## config.mk

```make
export PLATFORM = sky130hd
export DESIGN_NAME = dpram_byte_reader
export DESIGN_NICKNAME = d
export VERILOG_FILES = /design/src/rtl/farbborg_pkg.sv /design/src/rtl/dpram_byte_reader_word_unpacker.sv /design/src/rtl/dpram_byte_reader.sv
export SDC_FILE = /design/constraint.sdc
export NUM_CORES = 1
export LEC_CHECK = 0
export ABC_AREA = 1
export CELL_PAD_IN_SITES_DETAIL_PLACEMENT = 1
export CELL_PAD_IN_SITES_GLOBAL_PLACEMENT = 2
export CORE_MARGIN = 4
export CORE_UTILIZATION = 30
export CTS_CLUSTER_SIZE = 25
export DETAILED_ROUTE_END_ITERATION = 12
export GPL_TIMING_DRIVEN = 0
export PLACE_DENSITY = 0.87
export SLEW_MARGIN = 5
export SYNTH_ARGS = -nofsm -noshare
export SYNTH_HDL_FRONTEND = slang
export SYNTH_SLANG_ARGS = --single-unit
```

## constraint.sdc

```tcl
create_clock -name clk -period 1.8 [get_ports clk]
set_clock_uncertainty 0.05 [all_clocks]
set_input_delay 0.27 -clock clk [delete_from_list [all_inputs] [get_ports clk]]
set_output_delay 0.27 -clock clk [all_outputs]
set_load 0.005 [all_outputs]
```

## src/rtl/farbborg_pkg.sv

```systemverilog
// Shared types and constants for the LED frame-buffer read path.
package farbborg_pkg;

    localparam int unsigned FB_ADDR_W         = 9;
    localparam int unsigned FB_BYTES_PER_WORD = 4;
    localparam int unsigned FB_BYTE_W         = 8;
    localparam int unsigned FB_WORD_W         = FB_BYTES_PER_WORD * FB_BYTE_W;
    localparam int unsigned FB_BYTE_IDX_W     = $clog2(FB_BYTES_PER_WORD);

    typedef enum logic [1:0] {
        ST_IDLE,
        ST_PRIME,
        ST_SEND,
        ST_FLUSH
    } fb_state_t;

    // Little-endian byte select: byte k lives at bits [8k+7:8k].
    function automatic logic [FB_BYTE_W-1:0] fb_byte(input logic [FB_WORD_W-1:0]     word,
                                                     input logic [FB_BYTE_IDX_W-1:0] idx);
        return word[{idx, 3'b000} +: FB_BYTE_W];
    endfunction

endpackage

```

## src/rtl/dpram_byte_reader_word_unpacker.sv

```systemverilog
// Holds the current 32-bit word and streams it out one byte at a time under valid/ready.
module word_unpacker
    import farbborg_pkg::*;
(
    input  logic                 clk,
    input  logic                 rst_n,
    input  logic                 load,
    input  logic [FB_WORD_W-1:0] load_word,
    input  logic                 out_ready,
    output logic [FB_BYTE_W-1:0] out_data,
    output logic                 out_valid,
    output logic                 last_byte
);

    localparam logic [FB_BYTE_IDX_W-1:0] LAST_IDX = FB_BYTE_IDX_W'(FB_BYTES_PER_WORD - 1);

    logic [FB_WORD_W-1:0]     cur_word;
    logic [FB_BYTE_IDX_W-1:0] idx;
    logic [FB_BYTE_IDX_W-1:0] idx_inc;

    assign idx_inc = FB_BYTE_IDX_W'(idx + 1'b1);

    // A load always wins: it coincides with the byte-3 acceptance of the previous word.
    always_ff @(posedge clk or negedge rst_n) begin
        if (!rst_n) begin
            cur_word  <= '0;
            idx       <= '0;
            out_data  <= '0;
            out_valid <= 1'b0;
            last_byte <= 1'b0;
        end else if (load) begin
            cur_word  <= load_word;
            idx       <= '0;
            out_data  <= fb_byte(load_word, '0);
            out_valid <= 1'b1;
            last_byte <= 1'b0;
        end else if (out_valid && out_ready) begin
            if (last_byte) begin
                out_valid <= 1'b0;
                last_byte <= 1'b0;
            end else begin
                idx       <= idx_inc;
                out_data  <= fb_byte(cur_word, idx_inc);
                last_byte <= (idx_inc == LAST_IDX);
            end
        end
    end

endmodule

```

## src/rtl/dpram_byte_reader.sv

```systemverilog
// Port-B read engine: streams a window of RAM words as little-endian bytes.
// Define DPRAM_BYTE_READER_LOOP_EN to replay the window continuously until reset.
module dpram_byte_reader
    import farbborg_pkg::*;
#(
    parameter int unsigned ADDR_W = FB_ADDR_W,
    parameter int unsigned LEN_W  = 10
) (
    input  logic                 clk,
    input  logic                 rst_n,
    input  logic                 start,
    input  logic [ADDR_W-1:0]    base,
    input  logic [LEN_W-1:0]     len,
    output logic [ADDR_W-1:0]    addrb,
    input  logic [FB_WORD_W-1:0] dob,
    output logic [FB_BYTE_W-1:0] out_data,
    output logic                 out_valid,
    input  logic                 out_ready,
    output logic                 busy,
    output logic                 done
);

    fb_state_t            state;
    logic [ADDR_W-1:0]    base_q;
    logic [LEN_W-1:0]     len_q;
    logic [LEN_W-1:0]     fidx;
    logic [1:0]           pcnt;
    logic [1:0]           fcnt;
    logic [FB_WORD_W-1:0] nxt_word;
    logic                 nxt_vld;
`ifdef DPRAM_BYTE_READER_LOOP_EN
    logic [LEN_W-1:0]     cidx;
`endif

    logic                 last_byte;
    logic                 load;
    logic [FB_WORD_W-1:0] load_word;
    logic                 accept_last;
    logic [LEN_W-1:0]     len_last;
    logic                 fetch_last;
    logic [ADDR_W-1:0]    next_addr;
    logic [LEN_W-1:0]     next_fidx;

    assign accept_last = out_valid & out_ready & last_byte;
    assign len_last    = LEN_W'(len_q - 1'b1);
    // fidx is the position, within the pass, of the word addressed by addrb.
    assign fetch_last  = (fidx == len_last);
    assign next_addr   = fetch_last ? base_q : ADDR_W'(addrb + 1'b1);
    assign next_fidx   = fetch_last ? '0 : LEN_W'(fidx + 1'b1);
    assign load        = ((state == ST_PRIME) && (pcnt == 2'd2)) ||
                         ((state == ST_SEND) && accept_last);
    assign load_word   = (state == ST_PRIME) ? dob : nxt_word;

    // Control FSM with prefetch tracking; fcnt counts down the two-cycle RAM read.
    always_ff @(posedge clk or negedge rst_n) begin
        if (!rst_n) begin
            state    <= ST_IDLE;
            addrb    <= '0;
            busy     <= 1'b0;
            done     <= 1'b0;
            base_q   <= '0;
            len_q    <= '0;
            fidx     <= '0;
            pcnt     <= '0;
            fcnt     <= '0;
            nxt_word <= '0;
            nxt_vld  <= 1'b0;
`ifdef DPRAM_BYTE_READER_LOOP_EN
            cidx     <= '0;
`endif
        end else begin
            done <= 1'b0;
            if (fcnt != 2'd0) fcnt <= fcnt - 2'd1;
            if ((fcnt == 2'd1) && !nxt_vld) begin
                nxt_word <= dob;
                nxt_vld  <= 1'b1;
            end
            case (state)
                ST_IDLE: begin
                    if (start) begin
                        if (len == '0) begin
                            done <= 1'b1;
                        end else begin
                            state   <= ST_PRIME;
                            busy    <= 1'b1;
                            base_q  <= base;
                            len_q   <= len;
                            fidx    <= '0;
                            pcnt    <= '0;
                            fcnt    <= '0;
                            nxt_vld <= 1'b0;
                        end
                    end
                end
                ST_PRIME: begin
                    pcnt <= pcnt + 2'd1;
                    if (pcnt == 2'd0) addrb <= base_q;
                    if (load) begin
`ifdef DPRAM_BYTE_READER_LOOP_EN
                        cidx    <= '0;
                        state   <= ST_SEND;
                        addrb   <= next_addr;
                        fidx    <= next_fidx;
                        fcnt    <= 2'd2;
                        nxt_vld <= 1'b0;
`else
                        if (fetch_last) begin
                            state <= ST_FLUSH;
                        end else begin
                            state   <= ST_SEND;
                            addrb   <= next_addr;
                            fidx    <= next_fidx;
                            fcnt    <= 2'd2;
                            nxt_vld <= 1'b0;
                        end
`endif
                    end
                end
                ST_SEND: begin
                    if (accept_last) begin
`ifdef DPRAM_BYTE_READER_LOOP_EN
                        done    <= (cidx == len_last);
                        cidx    <= (cidx == len_last) ? '0 : LEN_W'(cidx + 1'b1);
                        addrb   <= next_addr;
                        fidx    <= next_fidx;
                        fcnt    <= 2'd2;
                        nxt_vld <= 1'b0;
`else
                        if (fetch_last) begin
                            state <= ST_FLUSH;
                        end else begin
                            addrb   <= next_addr;
                            fidx    <= next_fidx;
                            fcnt    <= 2'd2;
                            nxt_vld <= 1'b0;
                        end
`endif
                    end
                end
                ST_FLUSH: begin
                    if (accept_last) begin
                        state <= ST_IDLE;
                        busy  <= 1'b0;
                        done  <= 1'b1;
                    end
                end
                default: state <= ST_IDLE;
            endcase
        end
    end

    word_unpacker u_unpack (
        .clk       (clk),
        .rst_n     (rst_n),
        .load      (load),
        .load_word (load_word),
        .out_ready (out_ready),
        .out_data  (out_data),
        .out_valid (out_valid),
        .last_byte (last_byte)
    );

endmodule

```

==> results of run 1 <==
-- per-layer routing --
metal,wire length [µm],share of wire (%),up-vias
met5,0,0,-
met4,426,2.2,0
met3,764,3.9,28
met2,9509,48,122
met1,9049,46,2919
li1,-,-,2856
-- power groups by stage --
stage | clock network (mW) | registers [mW] | logic [mW]
2_1_floorplan | 0 | 4.63 | 4.62
3_5_place_dp | 0 | 4.88 | 6.66
5_1_grt | 3.98 | 5.09 | 8.99
6_report | 3.76 | 4.92 | 7.99
3_3_place_gp | 0 | 4.83 | 6.46
4_1_cts | 3.82 | 4.87 | 7.40
-- logic make-up (layout without fill, tap and decap cells) --
family / count (synthesis) / count (layout) / share of synthesized area (%)
adders and majority gates: 11 / 11 / 2.124
and+or+nand+nor: 356 / 356 / 24.02
xor gates and xnor gates: 15 / 15 / 2.028
AOI/OAI and AO/OA: 164 / 165 / 14.18
buffers and inverters: 135 / 264 / 8.227
DFF: 123 / 123 / 47.51
muxes: 11 / 11 / 1.912
-- path summary, 6_finish.rpt --
kind / end
min: len_q[0]
max in group asynchronous: addrb[3]
max: addrb[6]
min in group asynchronous: nxt_word[26]
max reg2reg: addrb[6]
min reg2reg: u_unpack.out_data[7]
-- repair_timing --
item,CTS,global route
resized for setup,48,72
hold buffers,1,0
buffers inserted,11,8
pin swaps,10,11
cloned,1,4
endpoints found under the setup margin,111,86
hold endpoints to repair,70,0
-- layout by cell type (no fill, tap or decap), drive strengths merged, types with 2 or more instances in the layout --
cell	Yosys	final
a21oi	51	51
a31oi	15	15
buf	14	39
bufinv	0	4
clkbuf	20	37
clkdlybuf4s50	0	73
clkinv	2	5
clkinvlp	0	4
dfrtp	123	123
ha	11	11
inv	99	101
mux2	11	11
nand2	210	210
nand3	47	47
nand3b	2	2
nand4	7	7
nor2	82	82
nor3	5	5
o211ai	10	10
o21ai	85	86
or2	2	2
xnor2	3	3
xor2	12	12
-- through the flow --
step / setup TNS [ns] / instances / util [%]
floorplan: -1.743 / 815 / -
global placement: -641.64 / 1164 / 35.95
detailed placement: -46.59 / 1165 / 36.09
CTS: -5.668 / 1208 / 40.30
global route: -10.92 / 1220 / 41.96
finish: -5.323 / 1220 / 41.96
-- state kept, by name, indices dropped and copies added (netlist names), 2 cells and up --
register           count
addrb                  9
u_unpack.out_data      8
state                  2
nxt_word              32
base_q                 9
u_unpack.cur_word     32
fidx                  10
pcnt                   2
len_q                 10
fcnt                   2
u_unpack.idx           2
-- tightest hold or removal path, cell delays in order --
cell and delay (ns):
clkdlybuf4s50_1 0.39, inv_1 0.06, o21ai_0 0.07
-- layout make-up --
type / instances / share of cell area (%)
Buffer: 32 / 2.692
Clock buffer: 19 / 5.103
Clock inverter: 13 / 2.143
Inverter: 101 / 4.426
Multi-Input combinational cell: 558 / 35.11
Sequential cell: 123 / 34.75
Tap cell: 275 / 3.877
Timing Repair Buffer: 99 / 11.90
==> impl_metrics.json, run 1 <==
{
  "first_iter_violations": 217,
  "fill_cells": 2508,
  "first_pass_iters": 5,
  "start_kind": "flop",
  "routabilityCongestion": 0.8016,
  "grt_util_met2_pct": 27.60,
  "drive_gt1_share_pct": 19.68,
  "yosysUniqueCellTypes": 38,
  "placed_area_um2": 7634,
  "r2r_start": "len_q[0]",
  "fp-row-count": 53,
  "cpLargestDelayFamily": "simple AND/OR/NAND/NOR gates",
  "fin_nets": 998,
  "core_region_area_um2": 21150,
  "globalRouteMet1Util_pct": 21.76,
  "io_buffer_count": 74,
  "yosysWarningCount": 0,
  "synth-edff-count": 0,
  "rsz0062_at_grt": "yes",
  "fp.dieW_um": 155.0,
  "clkLatencyLatePin_ns": 0.43,
  "grt_usage_pct": 16.53,
  "grt_pass1_vias": 6146,
  "numCtsBuffers": 17,
  "grt_remaining_overflow": 0,
  "cp.depth": 16,
  "synth.avg_cell_area_um2": 7.949,
  "hp-start": "len[0]",
  "busiest_layer": "met2",
  "post-place-ws_ns": -0.5783,
  "power.total_mw": 16.68,
  "ant_nets": 0,
  "seq_area_um2": 3084,
  "hold_ws_ns": 0.3718,
  "synth_common_cells": "200 x nand2_1, 123 x dfrtp_1, 92 x inv_1",
  "path_cells": "inv_2 > ha_4 > inv_2 > nand2_1 > nand2_1 > nor2_2 > nand2_1 > nor2_2 > nand2_2 > nor2_4 > nand3_4 > nand2_4 > buf_8 > nand3_1 > nand3_1 > nand2_1",
  "grtUsageMet3_pct": 2.921,
  "ios": 75,
  "clockBufferDepth": 2,
  "ys_async_sr_fraction_pct": 100.0,
  "seq_power_share_pct": 29.5,
  "fin_ws_ns": -0.2660,
  "outcome": "complete, but fails checks",
  "pwr-share-comb_pct": 47.9,
  "maxSlewHeadroom_pct": 53.00,
  "antenna_found_initial": 0,
  "synthesis.nets": 881,
  "power_switching_mw": 6.843,
  "synth-main-ff-cell": "dfrtp_1",
  "wl_mm": 19.75,
  "path_class": "flop to flop",
  "cts.sinks": 123,
  "start_util_pct": 30.63,
  "hold_depth": 3,
  "clkTransAtPathRegs_ns": 0.06,
  "die_h_um": 155.0,
  "crit_top_cell": "nand2_1",
  "fin_crit_ns": 2.066,
  "endpoint_kind": "flop",
  "tritoncts": "built",
  "vias": 5925,
  "dieArea_um2": 24010,
  "min_period_over_period_pct": 114.8,
  "synth_most_common_cell": "nand2_1",
  "hold_viol_final": 0,
  "yosys-top-cells-area": "dfrtp_1 48%, nand2_1 12%, o21ai_0 5.9%",
  "via_per_inst": 4.857,
  "slew_violations": 0,
  "h-tree-depth": 4,
  "rrSetupSlack_ns": -0.27,
  "critPathMaxFanout": 10,
  "cp_num_buf_inv": 3,
  "synth_top_area_share_pct": 47.51,
  "cts_root_buf": "clkbuf_16",
  "worst_pin_slew_ns": 0.7050,
  "violations": "negative setup slack",
  "max_cap_violations": 0,
  "setup_viol": 27,
  "slowest_delay_ns": 0.37,
  "synth_area_um2": 6479,
  "grt_pass1_wl_mm": 31.68,
  "power_density_nw_per_um2": 1879,
  "drc": 0,
  "multi_input_area_um2": 3117,
  "max_freq_ghz": 0.4840,
  "critical_path_arrival_ns": 2.33,
  "clockPowerShare_pct": 22.6,
  "wire_per_inst_um": 16.19,
  "dpl.hpwl_mm": 13.54,
  "leakage_nw": 4.148,
  "r2r_cells": 16,
  "design_area_um2": 8876,
  "crit_path_top_delay_cell": "dfrtp_1",
  "required_ns": 2.06,
  "synth_cells": 815,
  "vdd_drop_max_v": 0.0007055,
  "p_sw_share_pct": 41.04,
  "hold_path_class": "input port to flop",
  "p_int_mw": 9.833,
  "diodes": 0,
  "critPathLaunch": "len_q[0]",
  "yosysSeqAreaShare_pct": 47.51,
  "synthToLayoutAreaGrowth_pct": 37.00,
  "synth_area_leader_cell": "dfrtp_1",
  "grt_max_degree": 72,
  "ys_ff_latch": 123
}
Note: power is estimated with default switching activity, not from simulation.
==> run 2, diff against run 1 <==
CORE_MARGIN = 8   (was 4)
SETUP_SLACK_MARGIN = 0.02   (was not set)
==> run 2 against run 1 <==
  * The run still ends with negative setup slack left
  * Setup slack got worse by 0.019 ns
  * Cell area rose by 2.1%
  * Sequential power barely moved
  * Combinational power rose by 4.5%
  * Global-route usage fell by 1.4 points
==> impl_metrics.json, run 2 (synthesis gave the netlist of run 1 again) <==
{
  "outcome": "complete, but fails checks",
  "violations": "negative setup slack",
  "dpl.hpwl_mm": 13.75,
  "post-place-ws_ns": -0.6403,
  "via_per_inst": 4.789,
  "rrSetupSlack_ns": -0.29,
  "cp_num_buf_inv": 3,
  "ant_nets": 0,
  "crit_top_cell": "nand2_1",
  "grt_usage_pct": 15.18,
  "drive_gt1_share_pct": 22.16,
  "cpLargestDelayFamily": "simple AND/OR/NAND/NOR gates",
  "h-tree-depth": 4,
  "power_density_nw_per_um2": 1861,
  "io_buffer_count": 74,
  "grt_remaining_overflow": 0,
  "fin_ws_ns": -0.2853,
  "min_period_over_period_pct": 115.9,
  "tns_ns": -7.153,
  "vdd_drop_max_v": 0.0007869,
  "clkTransAtPathRegs_ns": 0.06,
  "first_pass_iters": 4,
  "cts_root_buf": "clkbuf_16",
  "final_common_cell": "nand2_1",
  "critPathMaxFanout": 5,
  "r2r_end": "fidx[4]",
  "fin_nets": 1005,
  "r2r_start": "len_q[0]",
  "max_cap_violations": 0,
  "tritoncts": "built",
  "hold_path_class": "input port to async pin",
  "fp.dieW_um": 163.0,
  "wl_mm": 20.34,
  "vias": 5876,
  "max_freq_ghz": 0.4795,
  "routabilityCongestion": 0.7831,
  "antenna_found_initial": 0,
  "placed_area_um2": 7635,
  "seq_area_um2": 3083,
  "clkLatencyLatePin_ns": 0.42,
  "core_region_area_um2": 21090,
  "r2r_cells": 16,
  "grt_pass1_vias": 6178,
  "endpoint_kind": "flop",
  "numCtsBuffers": 17,
  "start_util_pct": 30.72,
  "path_cells": "inv_2 > ha_4 > inv_2 > nand2_1 > nand2_1 > nor2_1 > nand2_1 > nor2_2 > nand2_2 > nor2_4 > nand3_4 > nand2_4 > nand2_8 > buf_8 > nand4_1 > nand2_1",
  "synthToLayoutAreaGrowth_pct": 39.82,
  "hold_viol_final": 0,
  "clockBufferDepth": 2,
  "cts.sinks": 123,
  "maxSlewHeadroom_pct": 63.97,
  "fp-row-count": 53,
  "dieArea_um2": 26550,
  "ios": 75,
  "crit_path_top_delay_cell": "dfrtp_1",
  "slowest_delay_ns": 0.38,
  "hold_ws_ns": 0.3436,
  "wire_per_inst_um": 16.58,
  "start_kind": "flop",
  "rsz0062_at_grt": "yes",
  "first_iter_violations": 260,
  "diodes": 0,
  "fin_crit_ns": 2.085,
  "critical_path_arrival_ns": 2.34,
  "grt_max_degree": 73,
  "leakage_nw": 4.244,
  "setup_viol": 42,
  "slew_violations": 0,
  "largestRegisters": "nxt_word x32, u_unpack.cur_word x32",
  "worst_pin_slew_ns": 0.5405,
  "required_ns": 2.06,
  "path_class": "flop to flop",
  "fill_cells": 2521,
  "multi_input_area_um2": 3244,
  "grt_pass1_wl_mm": 32.12,
  "cp.depth": 16,
  "die_h_um": 163.0,
  "drc": 0,
  "final_cell_mix": "182 x nand2_1, 119 x dfrtp_1, 85 x inv_1",
  "design_area_um2": 9059
}
==> run 2: cell types whose count changed in the layout (fill, tap and decap cells not counted), sizes merged <==
cell	previous run	this run
clkinv	5	6
clkinvlp	4	5
buf	39	46
bufinv	4	3
inv	101	100
==> run 2: metrics by stage <==
step / power (mW) / utilization (%) / std cells
finish: 16.86 / 42.96 / 1227
global route: 18.21 / 42.96 / 1227
CTS: 15.91 / 40.44 / 1214
detailed placement: 11.58 / 36.21 / 1165
global placement: 11.32 / 36.07 / 1164
floorplan: 9.260 / - / 815
==> run 2: power breakdown <==
group	switching (mW)	total, mW	leakage, nW	internal, mW
logic	4.76	8.35	2.47	3.59
clock network	1.34	3.57	0.286	2.22
registers	0.920	4.94	1.48	4.02
total	7.02	16.9	4.24	9.83
==> run 2: metal layers <==
layer	GRT usage (%)	wire length (µm)	vias up
met2	24.92	9901	99
met3	3.792	811	16
met5	0	0	-
met4	4.128	274	0
met1	19.51	9357	2881
li1	-	-	2880
==> run 2: how the worst max path moves through the flow <==
stage | startpoint | slack (ns) | endpoint
2_1_floorplan | len_q[0] | -0.11 | fidx[4]
3_3_place_gp | rst_n | -4.87 | addrb[5]
3_5_place_dp | state[1] | -0.64 | addrb[7]
4_1_cts | len_q[0] | -0.32 | addrb[6]
5_1_grt | len_q[0] | -0.44 | addrb[7]
6_report | len_q[0] | -0.29 | fidx[4]
==> run 2: worst register-to-register path: stages (launching register included) <==
cell and delay (ns):
dfrtp_1 0.38, inv_2 0.07, ha_4 0.27, inv_2 0.03
nand2_1 0.05, nand2_1 0.04, nor2_1 0.09, nand2_1 0.07
nor2_2 0.09, nand2_2 0.08, nor2_4 0.12, nand3_4 0.16
nand2_4 0.14, nand2_8 0.08, buf_8 0.14, nand4_1 0.07
nand2_1 0.05
==> run 2: final cells by class <==
type                    count  area share, %
well taps                 275          3.798
clock inverters            13          1.865
multi-input cells         558          35.81
plain buffers              30          2.514
clock buffers              19          4.890
repair buffers            108          12.78
flip-flops and latches    123          34.03
inverters                 101          4.309
==> run 2: timing repair <==
action | CTS | global route
setup endpoints to repair | 114 | 92
pin swaps | 7 | 9
cloned | 2 | 4
hold buffers | 1 | 0
setup buffers | 16 | 12
gates resized for setup | 46 | 113
endpoints found under the hold margin | 51 | 0
